==> src/rtl/regfile_wb_arbiter_pkg.sv <==
// -----------------------------------------------------------------------------
// regfile_wb_arbiter_pkg
// Shared types for the register-file write-back arbiter.
//   REG_ADDR_W / XLEN : register address and data widths
//   wb_src_e          : which source drives the write port this cycle
//   wb_req_t          : {rd, wd} pair carried by every write-back source
// -----------------------------------------------------------------------------
package regfile_wb_arbiter_pkg;

    localparam int REG_ADDR_W = 5;
    localparam int XLEN       = 32;

    typedef enum logic [1:0] {
        SRC_NONE = 2'd0,
        SRC_ALU  = 2'd1,
        SRC_FIFO = 2'd2,
        SRC_BYP  = 2'd3
    } wb_src_e;

    typedef struct packed {
        logic [REG_ADDR_W-1:0] rd;
        logic [XLEN-1:0]       wd;
    } wb_req_t;

endpackage

==> src/rtl/regfile_wb_arbiter_if.sv <==
// -----------------------------------------------------------------------------
// regfile_wb_arbiter_if
// Load-unit result handshake into the write-back arbiter.
//   ld_valid : load data valid          (master -> slave)
//   ld_rd    : load destination register (master -> slave)
//   ld_wd    : load data                (master -> slave)
//   ld_ready : arbiter can accept       (slave -> master)
// A transfer completes on a clock edge where ld_valid && ld_ready.
// -----------------------------------------------------------------------------
interface regfile_wb_arbiter_if;
    import regfile_wb_arbiter_pkg::*;

    logic                  ld_valid;
    logic [REG_ADDR_W-1:0] ld_rd;
    logic [XLEN-1:0]       ld_wd;
    logic                  ld_ready;

    modport master (output ld_valid, ld_rd, ld_wd, input  ld_ready);
    modport slave  (input  ld_valid, ld_rd, ld_wd, output ld_ready);

endinterface

==> src/rtl/regfile_wb_arbiter_wb_ldq_fifo.sv <==
// -----------------------------------------------------------------------------
// wb_ldq_fifo
// Synchronous load-result FIFO (first-word-fall-through on dout).
//   clk, rst     : clock, synchronous active-high reset
//   push, din    : write an entry (ignored when full)
//   pop, dout    : dout is the head entry; pop removes it (ignored when empty)
//   full, empty  : occupancy flags
//   count        : number of valid entries, 0..DEPTH
// DEPTH must be a power of two so the pointers wrap for free.
// -----------------------------------------------------------------------------
module wb_ldq_fifo #(
    parameter int DEPTH = 4,
    parameter int PTR_W = 2,
    parameter int WIDTH = 37
) (
    input  logic             clk,
    input  logic             rst,
    input  logic             push,
    input  logic [WIDTH-1:0] din,
    input  logic             pop,
    output logic [WIDTH-1:0] dout,
    output logic             full,
    output logic             empty,
    output logic [PTR_W:0]   count
);

    logic [WIDTH-1:0] mem [DEPTH];
    logic [PTR_W-1:0] wr_ptr;
    logic [PTR_W-1:0] rd_ptr;
    logic             do_push;
    logic             do_pop;

    assign full    = (count == (PTR_W+1)'(DEPTH));
    assign empty   = (count == '0);
    assign do_push = push && !full;
    assign do_pop  = pop && !empty;
    assign dout    = mem[rd_ptr];

    // NOTE: state is updated with non-blocking assignments so every register
    // samples the pre-edge value of every other register, independent of order.
    always_ff @(posedge clk) begin
        if (rst) begin
            wr_ptr <= '0;
            rd_ptr <= '0;
            count  <= '0;
        end else begin
            if (do_push) wr_ptr <= wr_ptr + 1'b1;
            if (do_pop)  rd_ptr <= rd_ptr + 1'b1;
            unique case ({do_push, do_pop})
                2'b10:   count <= count + 1'b1;
                2'b01:   count <= count - 1'b1;
                default: count <= count;
            endcase
        end
    end

    // NOTE: the storage array has no reset; an entry is only ever read after
    // it was written, and leaving it out keeps it mappable to plain RAM.
    always_ff @(posedge clk) begin
        if (do_push) mem[wr_ptr] <= din;
    end

endmodule

==> src/rtl/regfile_wb_arbiter.sv <==
// -----------------------------------------------------------------------------
// regfile_wb_arbiter
// Merges ALU and load results into the register file's single write port and
// tracks loads that have issued but not yet been written back.
//   clk, rst            : clock, synchronous active-high reset
//   alu_valid/rd/wd     : ALU result, never stalled
//   ld_issue/ld_issue_rd: load issued; marks its destination pending
//   ld (slave modport)  : load data handshake, buffered in a small FIFO
//   chk_rs1/rs2/rd      : decode operands checked against pending loads
//   stall               : combinational hazard against a pending load
//   WE/wR/wD            : registered register-file write port
// Priority: ALU, then FIFO head, then bypass of a handshake into an empty FIFO.
// -----------------------------------------------------------------------------
module regfile_wb_arbiter
    import regfile_wb_arbiter_pkg::*;
#(
    parameter int LDQ_DEPTH = 4,
    parameter int PTR_W     = 2
) (
    input  logic                  clk,
    input  logic                  rst,
    input  logic                  alu_valid,
    input  logic [REG_ADDR_W-1:0] alu_rd,
    input  logic [XLEN-1:0]       alu_wd,
    input  logic                  ld_issue,
    input  logic [REG_ADDR_W-1:0] ld_issue_rd,
    regfile_wb_arbiter_if.slave   ld,
    input  logic [REG_ADDR_W-1:0] chk_rs1,
    input  logic [REG_ADDR_W-1:0] chk_rs2,
    input  logic [REG_ADDR_W-1:0] chk_rd,
    output logic                  stall,
    output logic                  WE,
    output logic [REG_ADDR_W-1:0] wR,
    output logic [XLEN-1:0]       wD
);

    localparam int NREGS = 1 << REG_ADDR_W;

    wb_src_e          sel;
    wb_req_t          sel_req;
    wb_req_t          ld_req;
    wb_req_t          fifo_head;
    logic             fifo_full;
    logic             fifo_empty;
    logic [PTR_W:0]   fifo_count;
    logic             fifo_push;
    logic             fifo_pop;
    logic             ld_hs;
    logic [NREGS-1:0] pending;
    logic [NREGS-1:0] pend_set;
    logic [NREGS-1:0] pend_clr;

    // ready is forced low during reset so nothing is accepted into a FIFO
    // that is being cleared on the same edge.
    assign ld.ld_ready = !rst && !fifo_full;
    assign ld_hs       = ld.ld_valid && ld.ld_ready;
    assign ld_req      = '{rd: ld.ld_rd, wd: ld.ld_wd};

    // NOTE: every signal written in always_comb gets a default first, so no
    // path leaves it unassigned and no latch is inferred.
    always_comb begin
        sel     = SRC_NONE;
        sel_req = '0;
        if (alu_valid) begin
            sel     = SRC_ALU;
            sel_req = '{rd: alu_rd, wd: alu_wd};
        end else if (!fifo_empty) begin
            sel     = SRC_FIFO;
            sel_req = fifo_head;
        end else if (ld_hs) begin
            sel     = SRC_BYP;
            sel_req = ld_req;
        end
    end

    // A head entry is consumed whenever it is selected, including rd==0.
    assign fifo_pop  = (sel == SRC_FIFO);
    assign fifo_push = ld_hs && (sel != SRC_BYP);

    wb_ldq_fifo #(
        .DEPTH (LDQ_DEPTH),
        .PTR_W (PTR_W),
        .WIDTH (REG_ADDR_W + XLEN)
    ) u_ldq (
        .clk   (clk),
        .rst   (rst),
        .push  (fifo_push),
        .din   (ld_req),
        .pop   (fifo_pop),
        .dout  (fifo_head),
        .full  (fifo_full),
        .empty (fifo_empty),
        .count (fifo_count)
    );

    // Writes to x0 are consumed but never reach the register file; wR/wD keep
    // their last real write.
    always_ff @(posedge clk) begin
        if (rst) begin
            WE <= 1'b0;
            wR <= '0;
            wD <= '0;
        end else begin
            WE <= 1'b0;
            if (sel != SRC_NONE && sel_req.rd != '0) begin
                WE <= 1'b1;
                wR <= sel_req.rd;
                wD <= sel_req.wd;
            end
        end
    end

    // The clear lands on the same edge the write is registered, so decode
    // sees the hazard drop as soon as WE/wR show the write.
    always_comb begin
        pend_set = '0;
        pend_clr = '0;
        if (ld_issue) pend_set[ld_issue_rd] = 1'b1;
        if (sel == SRC_FIFO || sel == SRC_BYP) pend_clr[sel_req.rd] = 1'b1;
    end

    // Set is applied after clear so a same-cycle re-issue keeps the bit;
    // bit 0 is masked because x0 never carries a hazard.
    always_ff @(posedge clk) begin
        if (rst) pending <= '0;
        else     pending <= ((pending & ~pend_clr) | pend_set) & ~NREGS'(1);
    end

    assign stall = pending[chk_rs1] | pending[chk_rs2] | pending[chk_rd];

    a_count_bound: assert property (@(posedge clk) disable iff (rst)
        fifo_count <= (PTR_W+1)'(LDQ_DEPTH));

endmodule

==> src/flat_wrapper.sv <==
// flat-port wrapper written by rule: the top's interface ports become plain ports
module regfile_wb_arbiter_flat import regfile_wb_arbiter_pkg::*;
#(
    parameter int LDQ_DEPTH = 4,
    parameter int PTR_W     = 2
)
  (clk, rst, alu_valid, alu_rd, alu_wd, ld_issue, ld_issue_rd, chk_rs1, chk_rs2, chk_rd, stall, WE, wR, wD, ld_ld_valid, ld_ld_rd, ld_ld_wd, ld_ld_ready);
  regfile_wb_arbiter_if ld_i ();
  input  logic clk;
  input  logic rst;
  input  logic alu_valid;
  input  logic [REG_ADDR_W-1:0] alu_rd;
  input  logic [XLEN-1:0] alu_wd;
  input  logic ld_issue;
  input  logic [REG_ADDR_W-1:0] ld_issue_rd;
  input  logic [REG_ADDR_W-1:0] chk_rs1;
  input  logic [REG_ADDR_W-1:0] chk_rs2;
  input  logic [REG_ADDR_W-1:0] chk_rd;
  output logic stall;
  output logic WE;
  output logic [REG_ADDR_W-1:0] wR;
  output logic [XLEN-1:0] wD;
  input wire logic [$bits(ld_i.ld_valid)-1:0] ld_ld_valid;
  input wire logic [$bits(ld_i.ld_rd)-1:0] ld_ld_rd;
  input wire logic [$bits(ld_i.ld_wd)-1:0] ld_ld_wd;
  output wire logic [$bits(ld_i.ld_ready)-1:0] ld_ld_ready;
  assign ld_i.ld_valid = ld_ld_valid;
  assign ld_i.ld_rd = ld_ld_rd;
  assign ld_i.ld_wd = ld_ld_wd;
  assign ld_ld_ready = ld_i.ld_ready;
  regfile_wb_arbiter #(.LDQ_DEPTH(LDQ_DEPTH), .PTR_W(PTR_W)) u_core (.clk(clk), .rst(rst), .alu_valid(alu_valid), .alu_rd(alu_rd), .alu_wd(alu_wd), .ld_issue(ld_issue), .ld_issue_rd(ld_issue_rd), .ld(ld_i), .chk_rs1(chk_rs1), .chk_rs2(chk_rs2), .chk_rd(chk_rd), .stall(stall), .WE(WE), .wR(wR), .wD(wD));
endmodule
==> config.mk <==
export PLATFORM = sky130hd
export DESIGN_NAME = regfile_wb_arbiter_flat
export DESIGN_NICKNAME = d
export VERILOG_FILES = /design/src/rtl/regfile_wb_arbiter_pkg.sv /design/src/rtl/regfile_wb_arbiter_if.sv /design/src/rtl/regfile_wb_arbiter_wb_ldq_fifo.sv /design/src/rtl/regfile_wb_arbiter.sv /design/src/flat_wrapper.sv
export SDC_FILE = /design/constraint.sdc
export NUM_CORES = 1
export LEC_CHECK = 0
export BUFFER_PORTS_ARGS = -buffer_cell sky130_fd_sc_hd__buf_2
export CAP_MARGIN = 0
export CORE_MARGIN = 5
export CORE_UTILIZATION = 60
export CTS_BUF_LIST = sky130_fd_sc_hd__clkbuf_2
export CTS_CLUSTER_SIZE = 25
export DETAILED_ROUTE_END_ITERATION = 16
export GPL_ROUTABILITY_DRIVEN = 0
export PLACE_DENSITY = 0.83
export SETUP_SLACK_MARGIN = 0.15
export SYNTH_ARGS = -nofsm -noshare
export SYNTH_HDL_FRONTEND = slang
export SYNTH_HIERARCHICAL = 1
export SYNTH_SLANG_ARGS = --single-unit
==> constraint.sdc <==
create_clock -name clk -period 2.73 [get_ports clk]
set_input_delay 0.1365 -clock clk [delete_from_list [all_inputs] [get_ports clk]]
set_output_delay 0.1365 -clock clk [all_outputs]
set_load 0.03 [all_outputs]
== After elaboration in Yosys (flattened, before gate mapping) ==
Memory sizes are Yosys's and may differ from the RTL's. A register that Yosys moved wholly into a read port is not among the register bits.
Index checks and enable logic that the tools add are counted.

* Memories: 1
* Register bits after elaboration: 77
* Logic and storage cells: 71
* Output and inout port bits: 40
* RAM bits: 148
* Bits in latches: 0
* Input port bits: 99
* Bits in read-only memories: 0

* Shift-type cells: 0
* Div/mod/pow operators: 0
* Bitwise operators: 5
* Add/subtract/negate cells: 4
* Mux-type cells: 24
* $lt $le $gt $ge: 7
* Reduce and logical (&&, ||, !) cells: 16
* $mul: 0
* Equality and inequality tests: 6

{| class="wikitable"
|+ Memory list
! name !! depth !! width !! rd ports !! clocked after memory_dff !! write ports !! RTL line !! source
|-
| u_core.u_ldq.mem || 4 || 37 || 1 || 1 || 1 || regfile_wb_arbiter_wb_ldq_fifo.sv:27 || <nowiki>logic [WIDTH-1:0] mem [DEPTH];</nowiki>
|}

{| class="wikitable"
|+ Operators with widths
! kind !! number
|-
| two-way mux 37 bit || 3
|-
| two-way mux 32 bit || 2
|-
| bitwise AND 32 bit || 1
|-
| inverter 32 bit || 1
|-
| bitwise OR 32 bit || 1
|-
| less-than comparator 5 x 6 -> 1 bit (second input constant) || 5
|-
| binary-select mux 1 bit (select 5 bit) || 3
|-
| demux 1 bit (select 5 bit) || 2
|-
| greater-or-equal comparator 5 x 1 -> 1 bit (second input constant) || 2
|-
| two-way mux 2 bit || 5
|-
| logical AND 1 bit || 8
|-
| two-way mux 1 bit || 8
|-
| equality test 2 bit (second input constant) || 3
|-
| case mux 3 bit (2 select lines) || 1
|-
| nonzero test 5 bit || 1
|-
| adder 2 x 1 -> 2 bit (second input constant) || 2
|-
| nonzero test 2 bit || 2
|-
| adder 3 x 1 -> 3 bit (second input constant) || 1
|-
| equality test 3 bit (second input constant) || 1
|-
| zero test 1 bit || 3
|-
| zero test 3 bit || 1
|-
| subtractor 3 x 1 -> 3 bit (second input constant) || 1
|-
| equality test 2 x 1 -> 1 bit (second input constant) || 1
|-
| inequality test 2 bit (second input constant) || 1
|-
| 2 further kinds || 3
|}

== Logic depth before layout (Yosys ltp) ==
Gate-level depths: netlist of the first run.

* Depth in word-level cells: 15
* Gate-level depth with buffers: 13
* Mapped depth without buffers: 13

== By module ==
The synthesis of the first run kept the hierarchy.

{| class="wikitable"
|+ Modules (own cells, without submodules)
! module !! cells each !! instances !! area an instance (um^2) !! seq. area each (um^2)
|-
| wb_ldq_fifo || 247 || 1 || 5870.6 || 4624.4
|-
| regfile_wb_arbiter || 476 || 1 || 4439.3 || 1381.3
|}

== Worst setup path after synthesis of the first run ==
Ideal clock, no wire load.

* Path type: reg-to-reg
* Start: reg u_core.u_ldq.count[2]
* End: mem u_core.u_ldq.mem[1][0] (enable)
* Cell stages (with the launch flop): 8
* Period minus slack after synthesis: 2.801 ns
* Data arrival time: 2.403 ns
* Path slack: -0.071 ns
* Library setup time: 0.398 ns
* Cell sequence: dfxtp_1 > nor3b_2 > nor2_1 > nand2_1 > a21oi_1 > inv_1 > nor2_1 > and2_1

* Longest elaborated chain between the ends: 12
* Elaborated cells on any way between the ends: 13

{| class="wikitable"
|+ Ends and longest elaborated chain
! element !! RTL line !! source
|-
| from (decl) || regfile_wb_arbiter_wb_ldq_fifo.sv:24 || <nowiki>output logic [PTR_W:0] count</nowiki>
|-
| from (signal assigned) || regfile_wb_arbiter_wb_ldq_fifo.sv:50 || <nowiki>2'b10: count <= count + 1'b1;</nowiki>
|-
| from (signal assigned) || regfile_wb_arbiter_wb_ldq_fifo.sv:51 || <nowiki>2'b01: count <= count - 1'b1;</nowiki>
|-
| from (signal assigned) || regfile_wb_arbiter_wb_ldq_fifo.sv:52 || <nowiki>default: count <= count;</nowiki>
|-
| equality test 3 bit * || regfile_wb_arbiter_wb_ldq_fifo.sv:33 || <nowiki>assign full = (count == (PTR_W+1)'(DEPTH));</nowiki>
|-
| net u_core.fifo_full || regfile_wb_arbiter.sv:43 || <nowiki>logic fifo_full;</nowiki>
|-
| zero test 1 bit * || regfile_wb_arbiter.sv:55 || <nowiki>assign ld.ld_ready = !rst && !fifo_full;</nowiki>
|-
| logical AND 1 bit * || regfile_wb_arbiter.sv:55 ||
|-
| net ld_ld_ready || flat_wrapper.sv:26 || <nowiki>output wire logic [$bits(ld_i.ld_ready)-1:0] ld_ld_ready;</nowiki>
|-
| logical AND 1 bit * || regfile_wb_arbiter.sv:56 || <nowiki>assign ld_hs = ld.ld_valid && ld.ld_ready;</nowiki>
|-
| two-way mux 2 bit || regfile_wb_arbiter.sv:70 || <nowiki>end else if (ld_hs) begin</nowiki>
|-
| two-way mux 2 bit || regfile_wb_arbiter.sv:67 || <nowiki>end else if (!fifo_empty) begin</nowiki>
|-
| two-way mux 2 bit || regfile_wb_arbiter.sv:64 || <nowiki>if (alu_valid) begin</nowiki>
|-
| inequality test 2 bit || regfile_wb_arbiter.sv:78 || <nowiki>assign fifo_push = ld_hs && (sel != SRC_BYP);</nowiki>
|-
| logical AND 1 bit * || regfile_wb_arbiter.sv:78 ||
|-
| net u_core.fifo_push || regfile_wb_arbiter.sv:46 || <nowiki>logic fifo_push;</nowiki>
|-
| logical AND 1 bit * || regfile_wb_arbiter_wb_ldq_fifo.sv:35 || <nowiki>assign do_push = push && !full;</nowiki>
|-
| two-way mux 1 bit * || regfile_wb_arbiter_wb_ldq_fifo.sv:60 || <nowiki>if (do_push) mem[wr_ptr] <= din;</nowiki>
|-
| two-way mux 1 bit (implied by the code) * || regfile_wb_arbiter_wb_ldq_fifo.sv:60 ||
|-
| to (decl) || regfile_wb_arbiter_wb_ldq_fifo.sv:27 ||
|}

Mark *: on every way through the listed nets, which the timed path passes. The rest lies on a longest branch.

== Worst setup path after layout of the first run ==
* Start: reg u_core.u_ldq.count[2]
* End: reg u_core.u_ldq.count[2]

* Longest elaborated chain between the ends: 12
* Elaborated cells on any way between the ends: 20

{| class="wikitable"
|+ Ends and longest elaborated chain
! element !! RTL line !! source
|-
| equality test 3 bit * || regfile_wb_arbiter_wb_ldq_fifo.sv:33 ||
|-
| net u_core.fifo_full || regfile_wb_arbiter.sv:43 ||
|-
| zero test 1 bit * || regfile_wb_arbiter.sv:55 ||
|-
| logical AND 1 bit * || regfile_wb_arbiter.sv:55 ||
|-
| logical AND 1 bit * || regfile_wb_arbiter.sv:56 ||
|-
| two-way mux 2 bit || regfile_wb_arbiter.sv:70 ||
|-
| two-way mux 2 bit || regfile_wb_arbiter.sv:67 ||
|-
| two-way mux 2 bit || regfile_wb_arbiter.sv:64 ||
|-
| inequality test 2 bit || regfile_wb_arbiter.sv:78 ||
|-
| logical AND 1 bit * || regfile_wb_arbiter.sv:78 ||
|-
| net u_core.fifo_push || regfile_wb_arbiter.sv:46 ||
|-
| logical AND 1 bit * || regfile_wb_arbiter_wb_ldq_fifo.sv:35 ||
|-
| equality test 2 x 1 -> 1 bit / equality test 2 bit (equally long branches) || regfile_wb_arbiter_wb_ldq_fifo.sv:49 || <nowiki>unique case ({do_push, do_pop})</nowiki>
|-
| case mux 3 bit (2 select lines) / nonzero test 2 bit (equally long branches) || - ||
|}

Marked as above.
A chain may end at the register's enable or synchronous reset.

==> metrics.cfg, run 1 <==
[synth]
synth_edf_count = 148
synth-seq-cells = 226
ys_async_sr_fraction_pct = 0
synth_compound_area_share_pct = 12.7
synthFlopType = edfxtp_1
synth_xor_xnor_area_share_pct = 0.255
synthCells = 723
synth.mux.area_fraction_pct = 14.3
seq_area_frac_synth_pct = 58.3
ys_types = 54
yosys.area_share.simple_pct = 10.0
syn-num-nets = 828
synthesis.area_mm2 = 0.0103
syn_avg_cell_area_um2 = 14.3
synth_top_family_by_area = multiplexers
synth_fa_ha_area_share_pct = 0.801
ys_warn_count = 6

[routing]
drt_iter0_markers = 890
drc_errors = 0
post_drt_via_cell_ratio = 6.44
wl_per_cell_um = 22.7
wl_um = 28400
first_pass_iters = 6
ant_nets = 0
routed-via-count = 8034

[clocking]
cts_buffers = 52
cts_buffer_depth = 3
clk_latency_ps = 810
cts_tree = yes
path_clk_slew_ps = 120
clockRootBuffer = clkbuf_2
clock-sinks = 226
htreeDepth = 2

[timing]
slew_headroom_pct = 17.5
whs_ps = 95.2
fin_setup_tns_ps = 0
rsz0062_at_grt = yes
max_freq_ghz = 0.382
hold_viol_final = 0
period_share_pct = 95.9
min_period_ps = 2620
finalSetupViolations = 0
worstMarginPinSlew_ps = 1240
finalClockSkew_ps = 57.5
slew_viol_final = 0

[floorplan]
die_w_um = 141
dieArea_mm2 = 0.0199
fp-row-count = 48
die_h_um = 141
start_util_pct = 60.4
ioPinCount = 139
design.core.area_mm2 = 0.0171

[grt]
antenna_found_initial = 0
grt_usage_pct = 28.1
grt_start_max_net_pins = 111
grt_pass1_wl_um = 44100
grt_overflow_total = 0
grt_pass1_vias = 8475

[worst_setup_path]
r2r-start = u_core/u_ldq/count[2]
critical_path_class = register to register
startpoint = u_core/u_ldq/count[2]
reg2reg_to = u_core/u_ldq/count[2]
end_kind = register
r2r_setup_slack_ps = 110
cp_max_fo = 5
worstPathRequired_ps = 3420
critPathArrivalTime_ps = 3310
rr_worst_depth = 13
start_kind = register
critical_path.endpoint = u_core/u_ldq/count[2]

[pwr]
vdd_drop_max_mv = 0.393
sw_frac_of_total_pct = 28.0
p_per_area_mw_per_mm2 = 548
combPwrFrac_pct = 14.6
p_switching_mw = 1.95
power.total_mw = 6.96
pwr-share-seq_pct = 54.4
internal_power_mw = 5.01
p_leak_nw = 4.70
p_clk_share_pct = 31.0

[placement]
dpl_cell_area_mm2 = 0.0112
dp_cells = 1054
dp.final_hpwl_um = 17400
portBuffers = 138

[run_status]
status = complete, no violations

[min_path]
hold_path_class = input port to register
hold_path_depth = 2

[flow_run]
drv_cap = 0

[final_layout]
drive_gt1_share_pct = 34.2
nNetsFinal = 1085
stdcell_area_mm2 = 0.0127
num_antenna_cells = 0
final_cells = 1248
area_growth_pct = 23.2

## layout make-up
| class | instances | area [um^2] |
|---|---|---|
| repair buffers | 261 | 1910 |
| clock inverters | 16 | 86.3 |
| well taps | 225 | 282 |
| multi-input cells | 427 | 3960 |
| fillers | 1026 | 4360 |
| clock buffers | 81 | 405 |
| inverters | 12 | 45.0 |
| flip-flops and latches | 226 | 6010 |
## flip-flops by register name, indices dropped and copies added (netlist names), named ones only
register / flops
u_core/WE: 1
u_core/pending: 31
u_core/u_ldq/count: 3
u_core/u_ldq/mem: 148
u_core/u_ldq/rd_ptr: 2
u_core/u_ldq/wr_ptr: 2
u_core/wD: 32
u_core/wR: 5
## critical path, stage by stage (launching register included)
cell	delay (ps)
dfxtp_1	450
nor3b_4	320
nor2_1	110
nand2_1	80
a21oi_1	40
inv_1	80
nor2_1	70
inv_1	70
ha_1	210
inv_1	70
fa_1	370
xor2_1	180
or3_1	350
a21oi_1	150
## worst min path at each step
stage	from	to	slack [ps]
floorplan	ld_ld_wd[0]	u_core/u_ldq/mem[0][0]	240
global placement	ld_ld_wd[31]	u_core/u_ldq/mem[2][31]	360
detailed placement	ld_ld_wd[0]	u_core/u_ldq/mem[3][0]	370
CTS	ld_ld_wd[25]	u_core/u_ldq/mem[2][25]	50
global route	ld_ld_wd[19]	u_core/u_ldq/mem[2][19]	20
finish	ld_ld_wd[19]	u_core/u_ldq/mem[2][19]	100
## cells in the mapped netlist (3+ instances only)
library cell,n,area share [%]
o21ai_0,32,1.6
mux4_2,51,11
buf_1,4,0.15
nor3_1,4,0.19
nand2b_1,3,0.18
mux4_1,7,1.8
o21ai_1,3,0.15
dfxtp_1,78,15
xor2_1,3,0.25
nand2_1,43,1.6
mux2i_1,14,1.4
buf_12,3,0.58
clkbuf_1,34,1.2
buf_6,6,0.66
nor3b_1,7,0.51
ha_1,5,0.61
nor2_1,49,1.8
edfxtp_1,148,43
or3_1,3,0.18
o41ai_2,29,4.6
a221oi_1,32,2.7
nand4b_1,34,2.9
buf_2,9,0.44
inv_1,10,0.36
nand4_1,3,0.18
a211o_1,3,0.25
a211oi_1,4,0.29
and2_1,8,0.49
nor2b_1,6,0.36
o41ai_1,3,0.25
nand3_1,17,0.83
a21oi_1,42,2.0
## layout by cell type (no fill, tap or decap), types with 4 or more instances in the layout
cell and count:
nor2b_1 6, edfxtp_1 148, nor2_1 49, nor3b_1 7, nand3_1 17, clkbuf_2 81, clkinv_1 15, ha_1 5
inv_1 10, dfxtp_2 4, buf_2 136, a211oi_1 4, nand4b_1 34, buf_4 29, o21ai_0 32, o41ai_2 29
mux4_1 7, a221oi_1 32, mux2i_1 14, a21oi_1 42, and2_2 4, nand2_1 43, dlygate4sd3_1 90, dfxtp_1 73
mux4_2 51
## cells by family after synthesis
kind of cell / Yosys count
AO/OA/AOI/OAI: 159
buffers and inverters: 70
adder cells (fa/ha/maj): 6
flip-flops: 226
AND/OR/NAND/NOR: 187
multiplexers: 72
XOR/XNOR: 3
## power groups by stage
| stage | clock, mW | sequential [mW] | combinational [mW] |
|---|---|---|---|
| floorplan | 0 | 3.96 | 0.442 |
| global placement | 0 | 3.85 | 0.819 |
| detailed placement | 0 | 3.86 | 0.858 |
| CTS | 2.19 | 3.78 | 0.960 |
| global route | 2.39 | 3.80 | 1.07 |
| finish | 2.16 | 3.79 | 1.02 |
## routing by layer
layer | wire, um | GRT usage, % | part of all wire (%) | up-vias
met5 | 0 | 0 | 0 | -
met4 | 967 | 11.7 | 3.4 | 0
met3 | 2500 | 6.95 | 8.8 | 94
met2 | 15000 | 49.9 | 53 | 537
met1 | 9960 | 32.5 | 35 | 3943
li1 | - | - | - | 3460
## timing repair
action                                 4_1_cts  5_1_grt
endpoints found under the hold margin      218        0
gates cloned                                 0        1
gates resized for setup                      2        9
buffers inserted                             0        6
pin swaps                                    0        3
hold buffers                                90        0
setup endpoints to repair                    1       46
## metrics by stage
stage,setup slack [ps],utilization [%]
2_1_floorplan,239,-
3_3_place_gp,318,65.7
3_5_place_dp,191,65.7
4_1_cts,154,73.9
5_1_grt,-66.6,74.5
6_report,112,74.5
No activity file was read; power rests on OpenSTA's default activity.
==> run 2, diff against run 1 <==
--- a/config.mk
+++ b/config.mk
@@ -14,6 +14,7 @@
 export DETAILED_ROUTE_END_ITERATION = 16
 export GPL_ROUTABILITY_DRIVEN = 0
 export PLACE_DENSITY = 0.83
+export RECOVER_POWER = 25
 export SETUP_SLACK_MARGIN = 0.15
 export SYNTH_ARGS = -nofsm -noshare
 export SYNTH_HDL_FRONTEND = slang
==> metrics.cfg, run 2 (synthesis gave the netlist of run 1 again) <==
[run_status]
status = complete, no violations  ; unchanged

[floorplan]
start_util_pct = 60.4  ; unchanged
design.core.area_mm2 = 0.0171  ; unchanged
fp-row-count = 48  ; unchanged
dieArea_mm2 = 0.0199  ; unchanged
die_w_um = 141  ; unchanged
ioPinCount = 139  ; unchanged
die_h_um = 141  ; unchanged

[final_layout]
stdcell_area_mm2 = 0.0127  ; about the same
largest_register = u_core/u_ldq/mem  ; unchanged
reg_top3 = u_core/u_ldq/mem (148), u_core/wD (32), u_core/pending (31)  ; unchanged
num_antenna_cells = 0  ; unchanged
fillers = 1046  ; was 1,026
final_cells = 1248  ; unchanged
final_common_cell = edfxtp_1  ; unchanged
nNetsFinal = 1085  ; unchanged
drive_gt1_share_pct = 31.2  ; was 34.2%
final_cell_mix = edfxtp_1, buf_2, dlygate4sd3_1  ; unchanged
finish.utilization_pct = 74.2  ; was 74.5%
area_growth_pct = 22.8  ; was 23.2%
largest_reg_flops = 148  ; unchanged

[grt]
grt_usage_pct = 28.1  ; unchanged
grt_pass1_wl_um = 44100  ; unchanged
grt_start_max_net_pins = 111  ; unchanged
grt_overflow_total = 0  ; unchanged
grt_pass1_vias = 8475  ; unchanged
antenna_found_initial = 0  ; unchanged

[min_path]
hold_path_depth = 2  ; unchanged
holdPathEnd = u_core/u_ldq/mem[2][35]  ; was u_core/u_ldq/mem[2][19]
min-delay-start = ld_ld_rd[3]  ; was ld_ld_wd[19]
hold_path_class = input port to register  ; unchanged

[timing]
rsz0062_at_grt = yes  ; unchanged
slew_viol_final = 0  ; unchanged
hold_viol_final = 0  ; unchanged
min_period_ps = 2620  ; about the same
max_freq_ghz = 0.381  ; was 0.382 GHz
fin_ws_ps = 107  ; was 112 ps
finalSetupViolations = 0  ; unchanged
finalClockSkew_ps = 54.5  ; was 57.5 ps
period_share_pct = 96.1  ; was 95.9%
worstMarginPinSlew_ps = 1240  ; about the same
slew_headroom_pct = 17.4  ; was 17.5%

[worst_setup_path]
rr_worst_depth = 13  ; unchanged
critical_path_class = register to register  ; unchanged
slowest_stage = dfxtp_1  ; unchanged
critPathArrivalTime_ps = 3300  ; was 3310 ps
reg2reg_to = u_core/u_ldq/count[2]  ; unchanged
worstPathRequired_ps = 3410  ; was 3420 ps
cp_max_fo = 5  ; unchanged
end_kind = register  ; unchanged
r2r-start = u_core/u_ldq/count[2]  ; unchanged
max_stage_delay_ps = 450  ; about the same
cpMostUsedCell = inv_1  ; unchanged
crit_chain = nor3b_4 -> nor2_1 -> nand2_1 -> a21oi_1 -> inv_1 -> nor2_1 -> inv_1 -> ha_1 -> inv_1 -> fa_1 -> xor2_1 -> or3_1 -> a21oi_1  ; unchanged
start_kind = register  ; unchanged
r2r_setup_slack_ps = 110  ; about the same

[placement]
dp_slack_ps = 191  ; unchanged
dp.final_hpwl_um = 17400  ; unchanged
dp_cells = 1054  ; unchanged
portBuffers = 138  ; unchanged
dpl_cell_area_mm2 = 0.0112  ; unchanged

[clocking]
clock-sinks = 226  ; unchanged
cts_buffer_depth = 3  ; unchanged
htreeDepth = 2  ; unchanged
cts_buffers = 52  ; unchanged
clockRootBuffer = clkbuf_2  ; unchanged
path_clk_slew_ps = 100  ; was 120 ps
cts_tree = yes  ; unchanged
clk_latency_ps = 800  ; was 810 ps

[pwr]
vdd_drop_max_mv = 0.392  ; was 0.393 mV
p_leak_nw = 4.62  ; was 4.70 nW
p_per_area_mw_per_mm2 = 550  ; was 548 mW/mm^2

[routing]
first_pass_iters = 6  ; unchanged
routed-via-count = 8065  ; was 8,034
drt_iter0_markers = 842  ; was 890
wl_per_cell_um = 22.8  ; was 22.7 um
drc_errors = 0  ; unchanged
ant_nets = 0  ; unchanged
post_drt_via_cell_ratio = 6.46  ; was 6.44
wl_um = 28400  ; about the same

[flow_run]
drv_cap = 0  ; unchanged

==> run 2: how the worst max path moves through the flow <==
stage / endpoint / from / cells past startpoint / slack (ps)
after floorplan: u_core/u_ldq/count[2] / u_core/u_ldq/count[2] / 13 / 240
final: u_core/u_ldq/count[2] / u_core/u_ldq/count[2] / 13 / 110
after detailed placement: u_core/wD[5] / register / 7 / 190
after global routing: u_core/u_ldq/count[2] / u_core/u_ldq/count[2] / 13 / -70
after CTS: stall / u_core/pending[18] / 6 / 150
after global placement: u_core/wD[16] / register / 7 / 320
==> run 2: routing by layer <==
metal,GRT usage [%],part of all wire [%],vias up
met3,6.95,8.6,93
met1,32.5,35,3976
met5,0,0,-
met2,49.9,53,543
li1,-,-,3453
met4,11.7,3.2,0
==> run 2: area by class of cell <==
type                            instances  area, um^2  share of cell area [%]
Clock buffer                           81         405                    3.20
Clock inverter                         16        86.3                   0.682
Inverter                               12        45.0                   0.356
Multi-Input combinational cell        427        3960                    31.3
Sequential cell                       226        6010                    47.5
Tap cell                              225         282                    2.22
Timing Repair Buffer                  261        1870                    14.8
==> run 2: what timing repair did <==
item / CTS / global route
hold buffers: 90 / 0
setup buffers: 0 / 6
cloned: 0 / 1
pin swaps: 0 / 3
setup endpoints to repair: 1 / 46
gates resized for setup: 2 / 9
hold endpoints to repair: 218 / 0
==> run 2: metrics by stage <==
stage / setup TNS, ps / hold slack [ps] / power (mW)
global route: -66.6 / 94.8 / 7.26
detailed placement: 0 / 367 / 4.72
global placement: 0 / 362 / 4.67
finish: 0 / 172 / 6.96
floorplan: 0 / 235 / 4.40
CTS: 0 / 45.5 / 6.94
==> run 2: report_power, final <==
group          leakage (nW)  switching (mW)  internal, mW
logic                  2.26           0.616         0.396
registers              1.98          0.0563          3.73
clock network         0.377            1.28         0.878
==> run 2: worst max-delay path, delay by kind of cell (launching register included) <==
family / cells / cell delay [ps]
and+or+nand+nor: 5 / 930
adders and majority gates: 2 / 580
DFF: 1 / 450
buffers and inverters: 3 / 220
AOI/OAI and AO/OA: 2 / 190
xor gates and xnor gates: 1 / 180
